--- config.mk ---
export PLATFORM = sky130hd
export DESIGN_NAME = fire4_squeeze_wfetch_ctrl_flat
export DESIGN_NICKNAME = d
export VERILOG_FILES = /design/src/rtl/fire4_squeeze_wfetch_if.sv /design/src/rtl/fire4_squeeze_wfetch_ctrl.sv /design/src/flat_wrapper.sv
export SDC_FILE = /design/constraint.sdc
export NUM_CORES = 1
export LEC_CHECK = 0
export BUFFER_PORTS_ARGS = -buffer_cell sky130_fd_sc_hd__buf_2
export CAP_MARGIN = 20
export CORE_ASPECT_RATIO = 0.75
export CORE_MARGIN = 1.5
export CORE_UTILIZATION = 30
export DETAILED_ROUTE_END_ITERATION = 16
export PLACE_DENSITY = 0.59
export SYNTH_ARGS = -nofsm -noshare
export SYNTH_HDL_FRONTEND = slang
export SYNTH_SLANG_ARGS = --single-unit
export TNS_END_PERCENT = 50
--- constraint.sdc ---
create_clock -name clk -period 3.99 [get_ports clk]
set_input_delay 0.399 -clock clk [delete_from_list [all_inputs] [get_ports clk]]
set_output_delay 0.399 -clock clk [all_outputs]
set_load 0.01 [all_outputs]
--- src/rtl/fire4_squeeze_wfetch_if.sv ---
// Weight stream from the fire4_squeeze ROM address sequencer to the MAC array.
// The controller drives the ROM address and stream qualifiers; the MAC array returns ready.
interface fire4_squeeze_wfetch_if #(
  parameter int unsigned ADDR   = 10,
  parameter int unsigned PASS_W = 12
);
  logic [ADDR-1:0]   rom_addr_c;
  logic              w_valid;
  logic              w_ready;
  logic              w_last;
  logic              w_end;
  logic [PASS_W-1:0] pass_idx;

  modport master (
    output rom_addr_c,
    output w_valid,
    output w_last,
    output w_end,
    output pass_idx,
    input  w_ready
  );

  modport slave (
    input  rom_addr_c,
    input  w_valid,
    input  w_last,
    input  w_end,
    input  pass_idx,
    output w_ready
  );
endinterface

--- src/rtl/fire4_squeeze_wfetch_ctrl.sv ---
// Read-address sequencer for the fire4_squeeze weight ROM bank: streams one 32-lane word
// per cycle over valid/ready, repeating the sweep per pass, hiding the 1-cycle ROM latency.
module fire4_squeeze_wfetch_ctrl #(
  parameter int unsigned ADDR   = 10,
  parameter int unsigned PASS_W = 12
) (
  input  logic              clk,
  input  logic              rst_n,
  input  logic              start_i,
  input  logic              flush_i,
  input  logic [ADDR-1:0]   cfg_len_m1_i,
  input  logic [PASS_W-1:0] cfg_passes_m1_i,
  fire4_squeeze_wfetch_if.master w_if,
  output logic              busy_o,
  output logic              done_o
);

  typedef enum logic {S_IDLE, S_RUN} state_e;

  state_e            state_q, state_d;
  logic [ADDR-1:0]   out_addr_q, out_addr_d;
  logic [ADDR-1:0]   len_q, len_d;
  logic [PASS_W-1:0] pass_q, pass_d;
  logic [PASS_W-1:0] passes_q, passes_d;
  logic              valid_q, valid_d;
  logic              last_q, last_d;
  logic              end_q, end_d;
  logic              busy_q, busy_d;
  logic              done_q, done_d;

  logic              wrap_c;
  logic              accept_c;
  logic [ADDR-1:0]   next_addr_c;
  logic [ADDR-1:0]   rom_addr_c;

  assign wrap_c      = (out_addr_q == len_q);
  assign next_addr_c = wrap_c ? '0 : out_addr_q + ADDR'(1);
  assign accept_c    = valid_q & w_if.w_ready;

  // Re-issue the presented address under stall so the registered ROM output holds.
  always_comb begin
    rom_addr_c = '0;
    if (state_q == S_RUN && valid_q) begin
      rom_addr_c = accept_c ? next_addr_c : out_addr_q;
    end
  end

  always_ff @(posedge clk or negedge rst_n) begin
    if (!rst_n) begin
      state_q    <= S_IDLE;
      out_addr_q <= '0;
      len_q      <= '0;
      pass_q     <= '0;
      passes_q   <= '0;
      valid_q    <= 1'b0;
      last_q     <= 1'b0;
      end_q      <= 1'b0;
      busy_q     <= 1'b0;
      done_q     <= 1'b0;
    end else begin
      state_q    <= state_d;
      out_addr_q <= out_addr_d;
      len_q      <= len_d;
      pass_q     <= pass_d;
      passes_q   <= passes_d;
      valid_q    <= valid_d;
      last_q     <= last_d;
      end_q      <= end_d;
      busy_q     <= busy_d;
      done_q     <= done_d;
    end
  end

  always_comb begin
    state_d    = state_q;
    out_addr_d = out_addr_q;
    len_d      = len_q;
    pass_d     = pass_q;
    passes_d   = passes_q;
    valid_d    = valid_q;
    done_d     = 1'b0;

    if (flush_i) begin
      state_d    = S_IDLE;
      valid_d    = 1'b0;
      pass_d     = '0;
      out_addr_d = '0;
    end else begin
      unique case (state_q)
        S_IDLE: begin
          // A start coinciding with the done pulse is dropped.
          if (start_i && !done_q) begin
            state_d    = S_RUN;
            len_d      = cfg_len_m1_i;
            passes_d   = cfg_passes_m1_i;
            out_addr_d = '0;
            pass_d     = '0;
            valid_d    = 1'b1;
          end
        end
        S_RUN: begin
          if (!valid_q) begin
            valid_d    = 1'b1;
            out_addr_d = '0;
          end else if (accept_c) begin
            if (end_q) begin
              state_d    = S_IDLE;
              valid_d    = 1'b0;
              done_d     = 1'b1;
              pass_d     = '0;
              out_addr_d = '0;
            end else begin
              out_addr_d = next_addr_c;
              if (wrap_c) pass_d = pass_q + PASS_W'(1);
            end
          end
        end
        default: state_d = S_IDLE;
      endcase
    end
  end

  // Stream qualifiers are precomputed from next-state values so they leave registers.
  always_comb begin
    last_d = valid_d && (out_addr_d == len_d);
    end_d  = last_d && (pass_d == passes_d);
    busy_d = (state_d == S_RUN);
  end

  assign w_if.rom_addr_c = rom_addr_c;
  assign w_if.w_valid    = valid_q;
  assign w_if.w_last     = last_q;
  assign w_if.w_end      = end_q;
  assign w_if.pass_idx   = pass_q;
  assign busy_o          = busy_q;
  assign done_o          = done_q;

endmodule

--- src/flat_wrapper.sv ---
// flat-port wrapper written by rule: the top's interface ports become plain ports
module fire4_squeeze_wfetch_ctrl_flat 
#(
  parameter int unsigned ADDR   = 10,
  parameter int unsigned PASS_W = 12
)
  (clk, rst_n, start_i, flush_i, cfg_len_m1_i, cfg_passes_m1_i, busy_o, done_o, w_if_rom_addr_c, w_if_w_valid, w_if_w_last, w_if_w_end, w_if_pass_idx, w_if_w_ready);
  fire4_squeeze_wfetch_if #(.ADDR(ADDR), .PASS_W(PASS_W)) w_if_i ();
  input  logic clk;
  input  logic rst_n;
  input  logic start_i;
  input  logic flush_i;
  input  logic [ADDR-1:0] cfg_len_m1_i;
  input  logic [PASS_W-1:0] cfg_passes_m1_i;
  output logic busy_o;
  output logic done_o;
  output wire logic [$bits(w_if_i.rom_addr_c)-1:0] w_if_rom_addr_c;
  output wire logic [$bits(w_if_i.w_valid)-1:0] w_if_w_valid;
  output wire logic [$bits(w_if_i.w_last)-1:0] w_if_w_last;
  output wire logic [$bits(w_if_i.w_end)-1:0] w_if_w_end;
  output wire logic [$bits(w_if_i.pass_idx)-1:0] w_if_pass_idx;
  input wire logic [$bits(w_if_i.w_ready)-1:0] w_if_w_ready;
  assign w_if_rom_addr_c = w_if_i.rom_addr_c;
  assign w_if_w_valid = w_if_i.w_valid;
  assign w_if_w_last = w_if_i.w_last;
  assign w_if_w_end = w_if_i.w_end;
  assign w_if_pass_idx = w_if_i.pass_idx;
  assign w_if_i.w_ready = w_if_w_ready;
  fire4_squeeze_wfetch_ctrl #(.ADDR(ADDR), .PASS_W(PASS_W)) u_core (.clk(clk), .rst_n(rst_n), .start_i(start_i), .flush_i(flush_i), .cfg_len_m1_i(cfg_len_m1_i), .cfg_passes_m1_i(cfg_passes_m1_i), .w_if(w_if_i), .busy_o(busy_o), .done_o(done_o));
endmodule
==> flow_summary.json <==
{
  "status": "complete, no violations",
  "global_route.usage.total": 0.178,
  "setup_tns_ns": 0,
  "area_growth_syn_to_layout_pct": 18.1,
  "post-route-min-period_ns": 3.57,
  "clkTransAtPathRegs_ns": 0.07,
  "async_reset_ff_frac": 1.00,
  "period_share": 0.894,
  "reg2reg_setup_slack_ns": 0.42,
  "clk-insertion-delay-late_ns": 0.29,
  "post-cts-setup-buffers": 0,
  "timing.fmax_ghz": 0.280,
  "place.detailed.hpwl_microns": 7930,
  "critical_path_required_ns": 4.19,
  "grt_start_max_net_pins": 50,
  "max_stage_delay_ns": 0.62,
  "synth_nets": 403,
  "critical_path.n_buffers_inverters": 1,
  "yosys_warnings": 0,
  "rr_startpoint": "u_core.w_if.w_valid$_DFF_PN0_",
  "synth_ff_type": "dfrtp_1",
  "route.antenna.remaining_nets": 0,
  "synth_cells": 374,
  "start_util": 0.307,
  "port_buf_inserts": 53,
  "dpl_worst_slack_ns": 0.474,
  "synth_xor_area_frac": 0.0734,
  "cp_cell_sequence": "buf_4 -> nand2_1 -> nor3_1 -> o211ai_1 -> a211oi_1 -> xor2_1 -> a311o_1 -> nor4_1 -> nor4b_2",
  "finalClockSkew_ns": 0.00808,
  "utilization": 0.362,
  "post_dp_cell_area_sq_um": 3780,
  "cp.arrival_ns": 3.76,
  "final_hold_viol_count": 0,
  "routed_via_density": 5.75,
  "final.setup.worst_slack_ns": 0.425,
  "core_sq_um": 10900,
  "detailedRoute.firstPassIterationCount": 5,
  "worstSetupStartpointType": "flop",
  "fin_area_sq_um": 3950,
  "totalWireLength_microns": 10600,
  "crit_cells": 9,
  "fp.dieH_microns": 94.4,
  "source_of_the_critical_timing_path": "u_core.w_if.w_valid$_DFF_PN0_",
  "endpoint_kind": "flop",
  "overflow_left_after_global_routing": 0,
  "drt_drc_violations_left": 0,
  "route.vias.total": 3245,
  "global_route_wire_length_before_repair_microns": 16600,
  "grt_antenna_before_repair": 0,
  "sequential_area_share_after_synthesis": 0.367,
  "drt_iter0_markers": 415,
  "share_of_post_route_cells_with_drive_strength_above_1": 0.233,
  "clock_path_buffers": 2,
  "cts_tree": "done",
  "post_cts_resized": 0,
  "mappedNetlistArea_sq_um": 3340,
  "synth_seq_cells": 49,
  "yosysTopAreaCell": "dfrtp_1",
  "timing.critical_path.max_delay_family": "simple AND/OR/NAND/NOR gates",
  "timing.hold.worst.class": "primary input to async pin",
  "row_count": 33,
  "rsz0062_at_grt": "no",
  "tritoncts_sinks": 49,
  "final_net_count": 452,
  "avgRoutedWirePerCell_microns": 18.7,
  "power.density_cell_area_nw_per_um2": 341,
  "dieWidth_microns": 125,
  "num_antenna_cells": 0,
  "worstSetupPathType": "flop to flop",
  "irDropWorstVdd_mv": 0.166,
  "die-area_sq_um": 11800,
  "power.leakage_nw": 1.61,
  "regToRegEndpoint": "u_core.w_if.w_end$_DFF_PN0_",
  "vias_in_the_first_global_route": 2973,
  "numCtsBuffers": 5,
  "synth_adder_area_share": 0.00749,
  "io_pins": 54,
  "cts_hold_buf": 0,
  "setup_viol": 0,
  "finalWeightedCongestion": 0.938,
  "timing_worst_slew_pin_value_ns": 0.762,
  "critical_path.endpoint": "u_core.w_if.w_end$_DFF_PN0_",
  "cts_root_buf": "clkbuf_16",
  "synth_mux_area_frac": 0.0884,
  "max-cap-violations": 0,
  "drv_slew": 0,
  "synth_cell_types": 62,
  "cp_max_fo": 15,
  "htreeDepth": 2,
  "basic_gate_share_of_the_synthesized_area_counting_and_or_nand_and_nor_cells": 0.250,
  "ys_top_cells_by_area": "dfrtp_1 (37%), mux2_2 (6.7%), xnor2_1 (5.2%)",
  "synth-edff-count": 0,
  "combinational_family_with_the_most_area_after_synthesis": "simple AND/OR/NAND/NOR gates",
  "timing.slew.headroom": 0.490,
  "crit_path_top_delay_cell": "nor3_1",
  "synth_compound_gate_area_share": 0.176,
  "rr_worst_depth": 9,
  "post-synth-top-area-fraction": 0.367,
  "postSynthAreaPerCell_sq_um": 8.94
}
==> sequential cells by signal, indices dropped and copies added, names as in the netlist <==
name                  count
u_core.w_if.w_valid       1
u_core.out_addr_q        10
u_core.w_if.w_last        1
u_core.len_q             10
u_core.done_o             1
u_core.state_q            1
u_core.w_if.w_end         1
u_core.passes_q          12
u_core.w_if.pass_idx     12
==> worst reg2reg max path, delay by kind of cell (launching register included) <==
| kind | cells | cell delay, ns |
|---|---|---|
| flops | 1 | 0.37 |
| buf+inv | 1 | 0.23 |
| simple gates | 4 | 1.73 |
| compound gates | 3 | 0.97 |
| xor+xnor | 1 | 0.17 |
==> kinds of logic after synthesis <==
group | after synthesis
AO/OA/AOI/OAI | 82
XOR/XNOR | 28
adder cells (fa/ha/maj) | 2
buffers and inverters | 32
flip-flops | 49
multiplexers | 27
AND/OR/NAND/NOR | 154
==> final cells by class <==
type | instances | area (sq um)
fill | 1161 | 6950
clock buffer | 6 | 129
sequential | 49 | 1230
clock inverter | 2 | 38.8
tap | 140 | 175
timing repair buffer | 62 | 333
multi-input combinational | 293 | 2000
inverter | 12 | 45.0
==> where the power goes <==
group / internal [mW] / switching, mW / total (mW)
sequential: 0.543 / 0.0314 / 0.574
combinational: 0.117 / 0.165 / 0.282
clock: 0.298 / 0.193 / 0.491
total: 0.957 / 0.390 / 1.35
==> how the worst min path moves through the flow <==
stage,to,depth (start not counted)
finish,u_core.passes_q[7]$_DFF_PN0_,2
global route,u_core.w_if.pass_idx[11]$_DFF_PN0_,2
CTS,u_core.passes_q[7]$_DFF_PN0_,2
detailed placement,u_core.passes_q[5]$_DFF_PN0_,1
global placement,u_core.passes_q[9]$_DFF_PN0_,1
floorplan,u_core.done_o$_DFF_PN0_,0
==> cells in the final DEF, fill, tap and decap left out, types with 3 or more instances in the layout <==
master     netlist  routed
a211oi_1         6       6
a21oi_1         13      13
a311oi_1         3       3
a31oi_1          3       3
and2_1           5       5
and3_1          11      11
and4_1           3       3
buf_2            3      53
buf_4            0       9
clkbuf_16        0       5
dfrtp_1         49      49
inv_1           12      12
mux2_2          20      20
mux2i_1          7       7
nand2_1         41      41
nand2b_1         3       3
nand3_1         11      11
nand3b_1         4       4
nand4_1          8       8
nor2_1          26      26
nor2b_1          3       3
nor3_1          11      11
nor4_1          10      10
o211ai_1         6       6
o21a_1           3       3
o21ai_0         11      11
o21ai_1          3       3
o31a_1           5       5
o31ai_1          4       4
or3_1            3       3
or4_1            4       4
xnor2_1         20      20
xor2_1           8       8
==> synthesized netlist by cell type, types with 5 or more instances <==
cell type and count:
o21ai_0 11, nor2_1 26, nor3_1 11, o31a_1 5
and3_1 11, nor4_1 10, inv_1 12, nand3_1 11
nand2_1 41, o211ai_1 6, clkbuf_1 16, mux2_2 20
mux2i_1 7, nand4_1 8, a211oi_1 6, dfrtp_1 49
xor2_1 8, and2_1 5, a21oi_1 13, xnor2_1 20
==> per-stage QoR <==
stage,power [mW],instances,hold WS [ns]
4_1_cts,1.36,564,0.240
3_3_place_gp,0.860,556,0.495
5_1_grt,1.40,564,0.279
2_1_floorplan,0.761,374,0.103
3_5_place_dp,0.862,556,0.500
6_report,1.35,564,0.206
==> per-layer routing <==
metal | part of all wire | track usage | vias to the layer above
met5 | 0 | 0 | -
met4 | 0.015 | 0.0483 | 0
met3 | 0.088 | 0.0334 | 18
met2 | 0.42 | 0.257 | 171
met1 | 0.48 | 0.269 | 1569
li1 | - | - | 1487
No activity file was read; power rests on OpenSTA's default activity.
